$ cat config.mk
export PLATFORM = sky130hd
export DESIGN_NAME = led_scan_receiver
export DESIGN_NICKNAME = d
export VERILOG_FILES = /design/src/rtl/led_scan_receiver.sv
export SDC_FILE = /design/constraint.sdc
export NUM_CORES = 1
export LEC_CHECK = 0
export CAP_MARGIN = 10
export CORE_MARGIN = 2
export CORE_UTILIZATION = 45
export CTS_CLUSTER_DIAMETER = 150
export CTS_CLUSTER_SIZE = 40
export DETAILED_ROUTE_END_ITERATION = 8
export MAX_ROUTING_LAYER = met4
export PLACE_DENSITY = 0.77
export SYNTH_ARGS = -nofsm -noshare
export SYNTH_HDL_FRONTEND = slang
export SYNTH_SLANG_ARGS = --single-unit
$ cat constraint.sdc
create_clock -name clk -period 3 [get_ports clk]
set_input_delay 0.9 -clock clk [delete_from_list [all_inputs] [get_ports clk]]
set_output_delay 0.9 -clock clk [all_outputs]
set_load 0.005 [all_outputs]
$ cat src/rtl/led_scan_receiver.sv
// ---------------------------------------------------------------------------
// led_scan_receiver
//   Recovers a 16-bit hex word from a multiplexed 4-digit, 7-segment LED
//   drive. The anode and segment lines are registered once. A digit is
//   sampled after its window has held steady for SETTLE_CYCLES cycles.
//   When all four digit slots are captured, the assembled word is published.
//
//   Optional feature (macro SCAN_TIMEOUT_EN):
//     When defined, a partial frame is abandoned if no capture occurs within
//     TIMEOUT_CYCLES cycles, and scan_timeout pulses.
//     When undefined, scan_timeout is tied low and a partial frame persists.
//
// Ports
//   clk            rising-edge clock
//   reset          asynchronous active-low reset
//   an3..an0       digit anodes, active-low (an3 = leftmost digit)
//   a..g           segment lines, active-low
//   dp             decimal point (ignored)
//   data_out       last complete word {an3, an2, an1, an0} nibbles
//   data_valid     one-cycle pulse when data_out is updated
//   seg_error      one-cycle pulse when a settled digit has an unknown pattern
//   scan_timeout   one-cycle pulse when a partial frame times out
// ---------------------------------------------------------------------------
module led_scan_receiver #(
    parameter int SETTLE_CYCLES  = 8,
    parameter int TIMEOUT_CYCLES = 1024
) (
    input  logic        clk,
    input  logic        reset,
    input  logic        an3,
    input  logic        an2,
    input  logic        an1,
    input  logic        an0,
    input  logic        a,
    input  logic        b,
    input  logic        c,
    input  logic        d,
    input  logic        e,
    input  logic        f,
    input  logic        g,
    input  logic        dp,
    output logic [15:0] data_out,
    output logic        data_valid,
    output logic        seg_error,
    output logic        scan_timeout
);

    typedef enum logic [1:0] {
        ST_IDLE     = 2'd0,
        ST_SETTLING = 2'd1,
        ST_SAMPLED  = 2'd2,
        ST_COMMIT   = 2'd3
    } state_t;

    localparam logic [7:0] SETTLE_MAX = 8'(SETTLE_CYCLES);

    // Segment pattern {a..g} (active-low) to {valid, nibble}.
    function automatic logic [4:0] seg_decode(input logic [6:0] seg);
        case (seg)
            7'b0000001: seg_decode = {1'b1, 4'h0};
            7'b1001111: seg_decode = {1'b1, 4'h1};
            7'b0010010: seg_decode = {1'b1, 4'h2};
            7'b0000110: seg_decode = {1'b1, 4'h3};
            7'b1001100: seg_decode = {1'b1, 4'h4};
            7'b0100100: seg_decode = {1'b1, 4'h5};
            7'b0100000: seg_decode = {1'b1, 4'h6};
            7'b0001111: seg_decode = {1'b1, 4'h7};
            7'b0000000: seg_decode = {1'b1, 4'h8};
            7'b0000100: seg_decode = {1'b1, 4'h9};
            7'b0001000: seg_decode = {1'b1, 4'hA};
            7'b1100000: seg_decode = {1'b1, 4'hB};
            7'b0110001: seg_decode = {1'b1, 4'hC};
            7'b1000010: seg_decode = {1'b1, 4'hD};
            7'b0110000: seg_decode = {1'b1, 4'hE};
            7'b0111000: seg_decode = {1'b1, 4'hF};
            default:    seg_decode = {1'b0, 4'h0};
        endcase
    endfunction

    // {an3..an0, a..g} as registered this cycle and the cycle before
    logic [10:0] in_r;
    logic [10:0] prev_r;
    logic [7:0]  cnt_r;
    logic        sampled_r;
    logic [3:0]  mask_r;
    logic [15:0] frame_r;
    state_t      state_r;
    logic [15:0] data_out_r;
    logic        data_valid_r;
    logic        seg_error_r;
    logic        scan_timeout_r;

    logic [3:0]  an_low_s;
    logic        window_s;
    logic        stable_s;
    logic [7:0]  cnt_next_s;
    logic        sample_s;
    logic [4:0]  dec_s;
    logic        capture_s;
    logic        commit_s;
    logic        timeout_s;
    logic        sampled_next_s;
    logic [3:0]  mask_next_s;
    logic [15:0] frame_next_s;
    state_t      state_next_s;
    logic        unused_s;

    assign unused_s = dp;

    // Window qualification, settle counting and sample decision.
    always_comb begin
        an_low_s   = ~in_r[10:7];
        // exactly one anode low: non-zero and a power of two
        window_s   = (an_low_s != 4'd0) && ((an_low_s & (an_low_s - 4'd1)) == 4'd0);
        stable_s   = window_s && (in_r == prev_r);
        if (stable_s) begin
            cnt_next_s = (cnt_r == SETTLE_MAX) ? SETTLE_MAX : (cnt_r + 8'd1);
        end else begin
            cnt_next_s = 8'd0;
        end
        sample_s       = stable_s && !sampled_r && (cnt_next_s == SETTLE_MAX);
        dec_s          = seg_decode(in_r[6:0]);
        capture_s      = sample_s && dec_s[4];
        sampled_next_s = stable_s && (sampled_r || sample_s);
        commit_s       = (state_r == ST_COMMIT);
    end

`ifdef SCAN_TIMEOUT_EN
    localparam logic [15:0] TIMEOUT_LAST = 16'(TIMEOUT_CYCLES - 1);
    logic [15:0] timer_r;

    // A capture restarts the timer, so it cannot time out in the same cycle.
    always_comb begin
        timeout_s = !commit_s && !capture_s && (mask_r != 4'd0) && (timer_r == TIMEOUT_LAST);
    end

    // Frame timer: runs while a partial frame is pending.
    always_ff @(posedge clk or negedge reset) begin
        if (!reset) begin
            timer_r <= 16'd0;
        end else if (capture_s || commit_s || timeout_s || (mask_r == 4'd0)) begin
            timer_r <= 16'd0;
        end else begin
            timer_r <= timer_r + 16'd1;
        end
    end
`else
    assign timeout_s = 1'b0;
`endif

    // Frame/mask update; a commit or timeout clears the mask before a new capture lands.
    always_comb begin
        if (commit_s || timeout_s) begin
            mask_next_s = 4'd0;
        end else begin
            mask_next_s = mask_r;
        end
        if (capture_s) begin
            mask_next_s = mask_next_s | an_low_s;
        end else begin
            mask_next_s = mask_next_s;
        end
        frame_next_s = frame_r;
        for (int i = 0; i < 4; i++) begin
            if (capture_s && an_low_s[i]) begin
                frame_next_s[i*4 +: 4] = dec_s[3:0];
            end else begin
                frame_next_s[i*4 +: 4] = frame_r[i*4 +: 4];
            end
        end
        if (mask_next_s == 4'hF) begin
            state_next_s = ST_COMMIT;
        end else if (!window_s) begin
            state_next_s = ST_IDLE;
        end else if (sampled_next_s) begin
            state_next_s = ST_SAMPLED;
        end else begin
            state_next_s = ST_SETTLING;
        end
    end

    // Receiver state, input registers and registered outputs.
    always_ff @(posedge clk or negedge reset) begin
        if (!reset) begin
            in_r           <= 11'd0;
            prev_r         <= 11'd0;
            cnt_r          <= 8'd0;
            sampled_r      <= 1'b0;
            mask_r         <= 4'd0;
            frame_r        <= 16'd0;
            state_r        <= ST_IDLE;
            data_out_r     <= 16'd0;
            data_valid_r   <= 1'b0;
            seg_error_r    <= 1'b0;
            scan_timeout_r <= 1'b0;
        end else begin
            in_r           <= {an3, an2, an1, an0, a, b, c, d, e, f, g};
            prev_r         <= in_r;
            cnt_r          <= cnt_next_s;
            sampled_r      <= sampled_next_s;
            mask_r         <= mask_next_s;
            frame_r        <= frame_next_s;
            state_r        <= state_next_s;
            data_out_r     <= commit_s ? frame_r : data_out_r;
            data_valid_r   <= commit_s;
            seg_error_r    <= sample_s && !dec_s[4];
            scan_timeout_r <= timeout_s;
        end
    end

    assign data_out     = data_out_r;
    assign data_valid   = data_valid_r;
    assign seg_error    = seg_error_r;
    assign scan_timeout = scan_timeout_r;

endmodule

==> metrics.cfg, run 1 <==
[cells_and_area]
diodes=0
instances_no_fill=392
syn2layout_area_growth_pct=18.78
drive_gt1_share_pct=21.62
nets=307
utilization_pct=55.48

[timing]
hold_ws_ns=0.4223
finalSetupViolations=0
worst_slew_margin_rel_pct=51.44
post-route-period-util_pct=82.69
fin_skew_ns=0.009278
fin_tns_setup_ns=0
worst_pin_slew_ns=0.7262
fmax_mhz=403.1
hold_violations=0
min_period_ns=2.481
finalMaxSlewViolations=0
rsz0062_at_grt=no

[place]
dp.cells=376
gp_congestion=0.8248
io_buffers=30
hpwl_um=4112

[synthesis]
synth_seq_area_share_pct=55.69
synth_area_leaders=dfrtp_1, mux2_2, xor2_1
synthArstFlopShare_pct=100.0
ys_warn_count=0
syn-num-nets=274
synth_most_common_cell=dfrtp_1
yosysTopAreaCellShare_pct=55.69
syn_area_per_cell_um2=12.37
ys_types=47
synth_area_um2=3191
synth.cells.most_frequent=dfrtp_1, mux2_2, xor2_1
syn_inst=258
synth_edf_count=0
synth_seq_cells=71
yosys.area.top_type=dfrtp_1
synth_flop_cell=dfrtp_1

[cts]
clockBufferDepth=2
clkSlewWorstSetupHoldPaths_ns=0.08
cts_resized=0
cts.sinks=71
cts_made_buffers=9
insertion_delay_ns=0.35
cts_tree=done
ctsHoldBuffers=0
root_buffer=clkbuf_8
cts_setup_buffers=0
cts_max_level=3

[pwr]
power_uw=1823
power_density_nw_per_um2=480.9
ir_worst_vdd_mv=0.3888
p_sw_share_pct=23.31
p_sw_uw=424.8
internal_power_uw=1398
p_leak_uw=0.001786
pwr-share-seq_pct=54.8
p_comb_share_pct=5.3
power_frac_clock_pct=39.9

[run]
cap_violations=0

[worst_hold_path]
holdCritPathClass=in -> async

[global_route]
antenna_found_initial=0
overflow=0
grt_first_pass_wirelength_um=9770
gr-usage-all-layers_pct=17.16
grt_max_degree=37
grt_pass1_vias=2067

[floorplan]
fp.dieH_um=88.20
ios=33
die_area_um2=7779
fp.dieW_um=88.20
fp.coreArea_um2=6832
row_count=30
start_util_pct=46.70

[drt]
ant_nets=0
drc_errors=0
vias_per_cell=5.365
drt-pass1-iter-count=4
dr.first_iter.drc_count=75
wl_per_cell_um=14.75
drt_wl_total_um=5783
vias=2103

[critical_path]
crit_fanout=16
start_kind=register
worstSetupEndpointType=register
critical_path_required_ns=3.24
worstSetupPathType=reg -> reg
arrival_ns=2.72

[status]
status=finished, final reports clean

-- logic make-up after synthesis --
logic type	Yosys count	share of synthesized area, %
compound gates	26	6.040
fa+ha+maj	2	0.7842
xor+xnor	22	6.039
other cells	1	0.1175
buf+inv	19	2.549
flops	71	55.69
simple gates	85	17.49
mux	32	11.29
-- placed cells by master (no fill, tap or decap), types with 2 or more instances in the layout --
master	count
dfrtp_1	71
mux2_2	31
clkdlybuf4s50_1	29
xor2_1	18
nand2_1	13
nand3_1	13
clkbuf_8	9
nor4_1	7
nor2_1	7
nor3_1	7
o21ai_0	6
inv_1	5
a31oi_1	5
a21oi_1	5
buf_4	5
or3_1	4
xnor2_1	4
and3_1	4
nor2b_1	4
nand4b_2	4
nand4b_1	3
nor4b_1	3
nand4_1	3
clkinv_2	3
nor4bb_1	2
nand3b_1	2
ha_1	2
-- layout make-up --
class                      instances  area [um2]
clock buffer                      10       127.6
clock inverter                     6       61.31
fill                             594        3042
inverter                           5       18.77
multi-input combinational        168        1333
sequential                        71        1777
tap                               96       120.1
timing repair buffer              36       352.8
-- power groups by stage --
stage	sequential [uW]	combinational (uW)	clock (uW)
final	999	96.5	727
after global routing	1000	110	788
after CTS	999	98.3	744
after detailed placement	1020	97.9	0
after global placement	1020	95.3	0
after floorplan	1000	59.4	0
-- flip-flops by register name, indices dropped and copies added, names as in the netlist --
| name | flops |
|---|---|
| sampled_r | 1 |
| data_out | 16 |
| seg_error | 1 |
| state_r | 2 |
| cnt_r | 8 |
| prev_r | 11 |
| in_r | 11 |
| data_valid | 1 |
| mask_r | 4 |
| frame_r | 16 |
-- metrics by stage --
step	setup WS (ns)	cell area, um2
after floorplan	0.8226	3191
after global placement	0.5778	3601
after detailed placement	0.5375	3601
after CTS	0.5265	3790
after global routing	0.3624	3790
final	0.5194	3790
-- critical path, cell delays in order, from the launching register on --
cell	delay (ns)
dfrtp_1	0.67
nand3b_1	0.19
a2111o_1	0.40
nand3_1	0.24
nand3b_2	0.27
nand4b_2	0.23
mux2_1	0.37
-- worst paths after layout --
| kind | start | endpoint | slack (ns) | cells past startpoint |
|---|---|---|---|---|
| worst max-delay path | in_r[4] | frame_r[9] | 0.52 | 6 |
| worst min-delay path | reset | data_out[8] | 0.42 | 1 |
| worst max register to register | in_r[4] | frame_r[9] | 0.52 | 6 |
| worst min register to register | in_r[1] | prev_r[1] | 0.45 | 0 |
| max in group asynchronous | reset | data_out[3] | 1.96 | 2 |
| min in group clk | in_r[1] | prev_r[1] | 0.45 | 0 |
-- metal layers --
metal / GRT usage [%] / up-vias / part of all wire [%]
met2: 26.59 / 48 / 50
met4: 5.234 / 0 / 1.5
met1: 21.28 / 1042 / 44
li1: - / 1003 / -
met3: 5.938 / 10 / 4.3
met5: - / - / 0
Note: power is estimated with default switching activity, not from simulation.
==> run 2, diff against run 1 <==
Settings changed: PLACE_DENSITY 0.77 to 0.79.
Clock period 3 ns to 2.1 ns, I/O delays scaled along.
==> run 2 against run 1 <==
Against the previous run: the flow now finishes with violations (negative setup slack); clock-buffer cell count unchanged; utilization up 7.7 points; non-clock buffer count increased by 40; critical endpoint unchanged; wire length rose by 16%; largest power group unchanged; flip-flop and latch count unchanged.
==> metrics.cfg, run 2 (synthesis gave the netlist of run 1 again) <==
[status]
status=finished, violations left
violations=negative setup slack

[floorplan]
fp.coreArea_um2=6832
fp.dieH_um=88.20
ios=33
start_util_pct=46.70
die_area_um2=7779
fp.dieW_um=88.20
row_count=30

[global_route]
grt_max_degree=72
antenna_found_initial=0
gr-usage-all-layers_pct=19.04
grt_pass1_vias=2303
grt_first_pass_wirelength_um=10850
overflow=0

[cts]
cts_tree=done
cts_made_buffers=9
clockBufferDepth=2
cts.sinks=71
clkSlewWorstSetupHoldPaths_ns=0.08
root_buffer=clkbuf_8
ctsHoldBuffers=0
insertion_delay_ns=0.35
cts_max_level=3

[timing]
min_period_ns=2.200
fmax_mhz=454.5
finalMaxSlewViolations=0
finalSetupViolations=16
hold_violations=0
post-route-period-util_pct=104.8
rsz0062_at_grt=yes
setup_slack_ns=-0.1004
fin_skew_ns=0.008090

[drt]
wl_per_cell_um=15.48
dr.first_iter.drc_count=96
vias=2299
drt-pass1-iter-count=4
ant_nets=0
drc_errors=0
drt_wl_total_um=6688
vias_per_cell=5.322

[critical_path]
path_delay_family=simple AND/OR/NAND/NOR gates
worstSetupPathType=reg -> reg
start_kind=register
cpMaxStageDelayCell=dfrtp_2
cp_slowest_stage_delay_ns=0.46
arrival_ns=2.44
critPathBufInv=2
worstSetupEndpointType=register
crit_fanout=5
crit_path_cell_trace=buf_6, and3_1, and3_4, xor2_4, o32ai_4, buf_12, nand4b_4, mux2_4
critical_path_required_ns=2.33

[cells_and_area]
mostFrequentLayoutCell=dfrtp_1
finalInstanceArea_um2=4317
instances_no_fill=432
drive_gt1_share_pct=38.39
nets=347
diodes=0
layout_common_cells=dfrtp_1, buf_4, mux2_2
syn2layout_area_growth_pct=35.29

[run]
cap_violations=0

[place]
gp_congestion=0.8365
hpwl_um=4213
dp.cells=410
io_buffers=30
post_dp_cell_area_um2=3877

[pwr]
p_leak_uw=0.002092
power_uw=2612
power_density_nw_per_um2=605.0
ir_worst_vdd_mv=0.4580

[worst_hold_path]
holdCritPathClass=in -> async

run 2: cell count changes in the layout (fill, tap and decap cells not counted), sizes merged:
cell    previous run  this run
buf                7        47
bufinv             1         0
inv                5         6
run 2: what timing repair did:
item / in CTS / in global routing
pin swaps: 6 / 5
resized for setup: 14 / 29
setup endpoints to repair: 16 / 26
setup buffers: 2 / 4
run 2: stage by stage:
step / TNS (ns) / utilization, % / worst slack (ns) / hold WS, ns
floorplan: -0.1154 / - / -0.009615 / 0.3344
global placement: -1.222 / 56.76 / -0.1005 / 0.4746
detailed placement: -1.830 / 56.76 / -0.1418 / 0.4897
CTS: -0.4776 / 60.84 / -0.06310 / 0.2995
global route: -2.290 / 63.19 / -0.2110 / 0.3065
finish: -0.4877 / 63.19 / -0.1004 / 0.2859
run 2: layout make-up:
cell class                 count  area, um2
inverter                       5      18.77
sequential                    71       1782
clock buffer                  10      137.6
timing repair buffer          76      680.7
fill                         524       2515
clock inverter                 6      43.79
multi-input combinational    168       1534
tap                           96      120.1
run 2: report_power, final:
| part | switching (uW) | internal (uW) | leakage (uW) |
|---|---|---|---|
| combinational | 110 | 97.0 | 0.00106 |
| clock | 527 | 464 | 0.0000926 |
| sequential | 23.9 | 1390 | 0.000935 |
run 2: path summary, 6_finish.rpt:
check	from	to	slack, ns	cells past startpoint
worst max register to register	cnt_r[0]	frame_r[9]	-0.10	8
worst min register to register	in_r[1]	prev_r[1]	0.48	0
worst max-delay path	cnt_r[0]	frame_r[9]	-0.10	8
min in group clk	in_r[1]	prev_r[1]	0.48	0
max in group asynchronous	reset	in_r[1]	1.48	2
worst min-delay path	reset	data_valid	0.29	2
run 2: worst reg2reg max path: stages (launching register included):
cell,delay (ns)
dfrtp_2,0.46
buf_6,0.13
and3_1,0.16
and3_4,0.19
xor2_4,0.16
o32ai_4,0.29
buf_12,0.17
nand4b_4,0.18
mux2_4,0.35
run 2: layer usage:
metal	track usage (%)	share of wire, %
met2	29.32	51
met4	7.576	1.4
met5	-	0
met3	4.995	3.4
met1	24.02	44
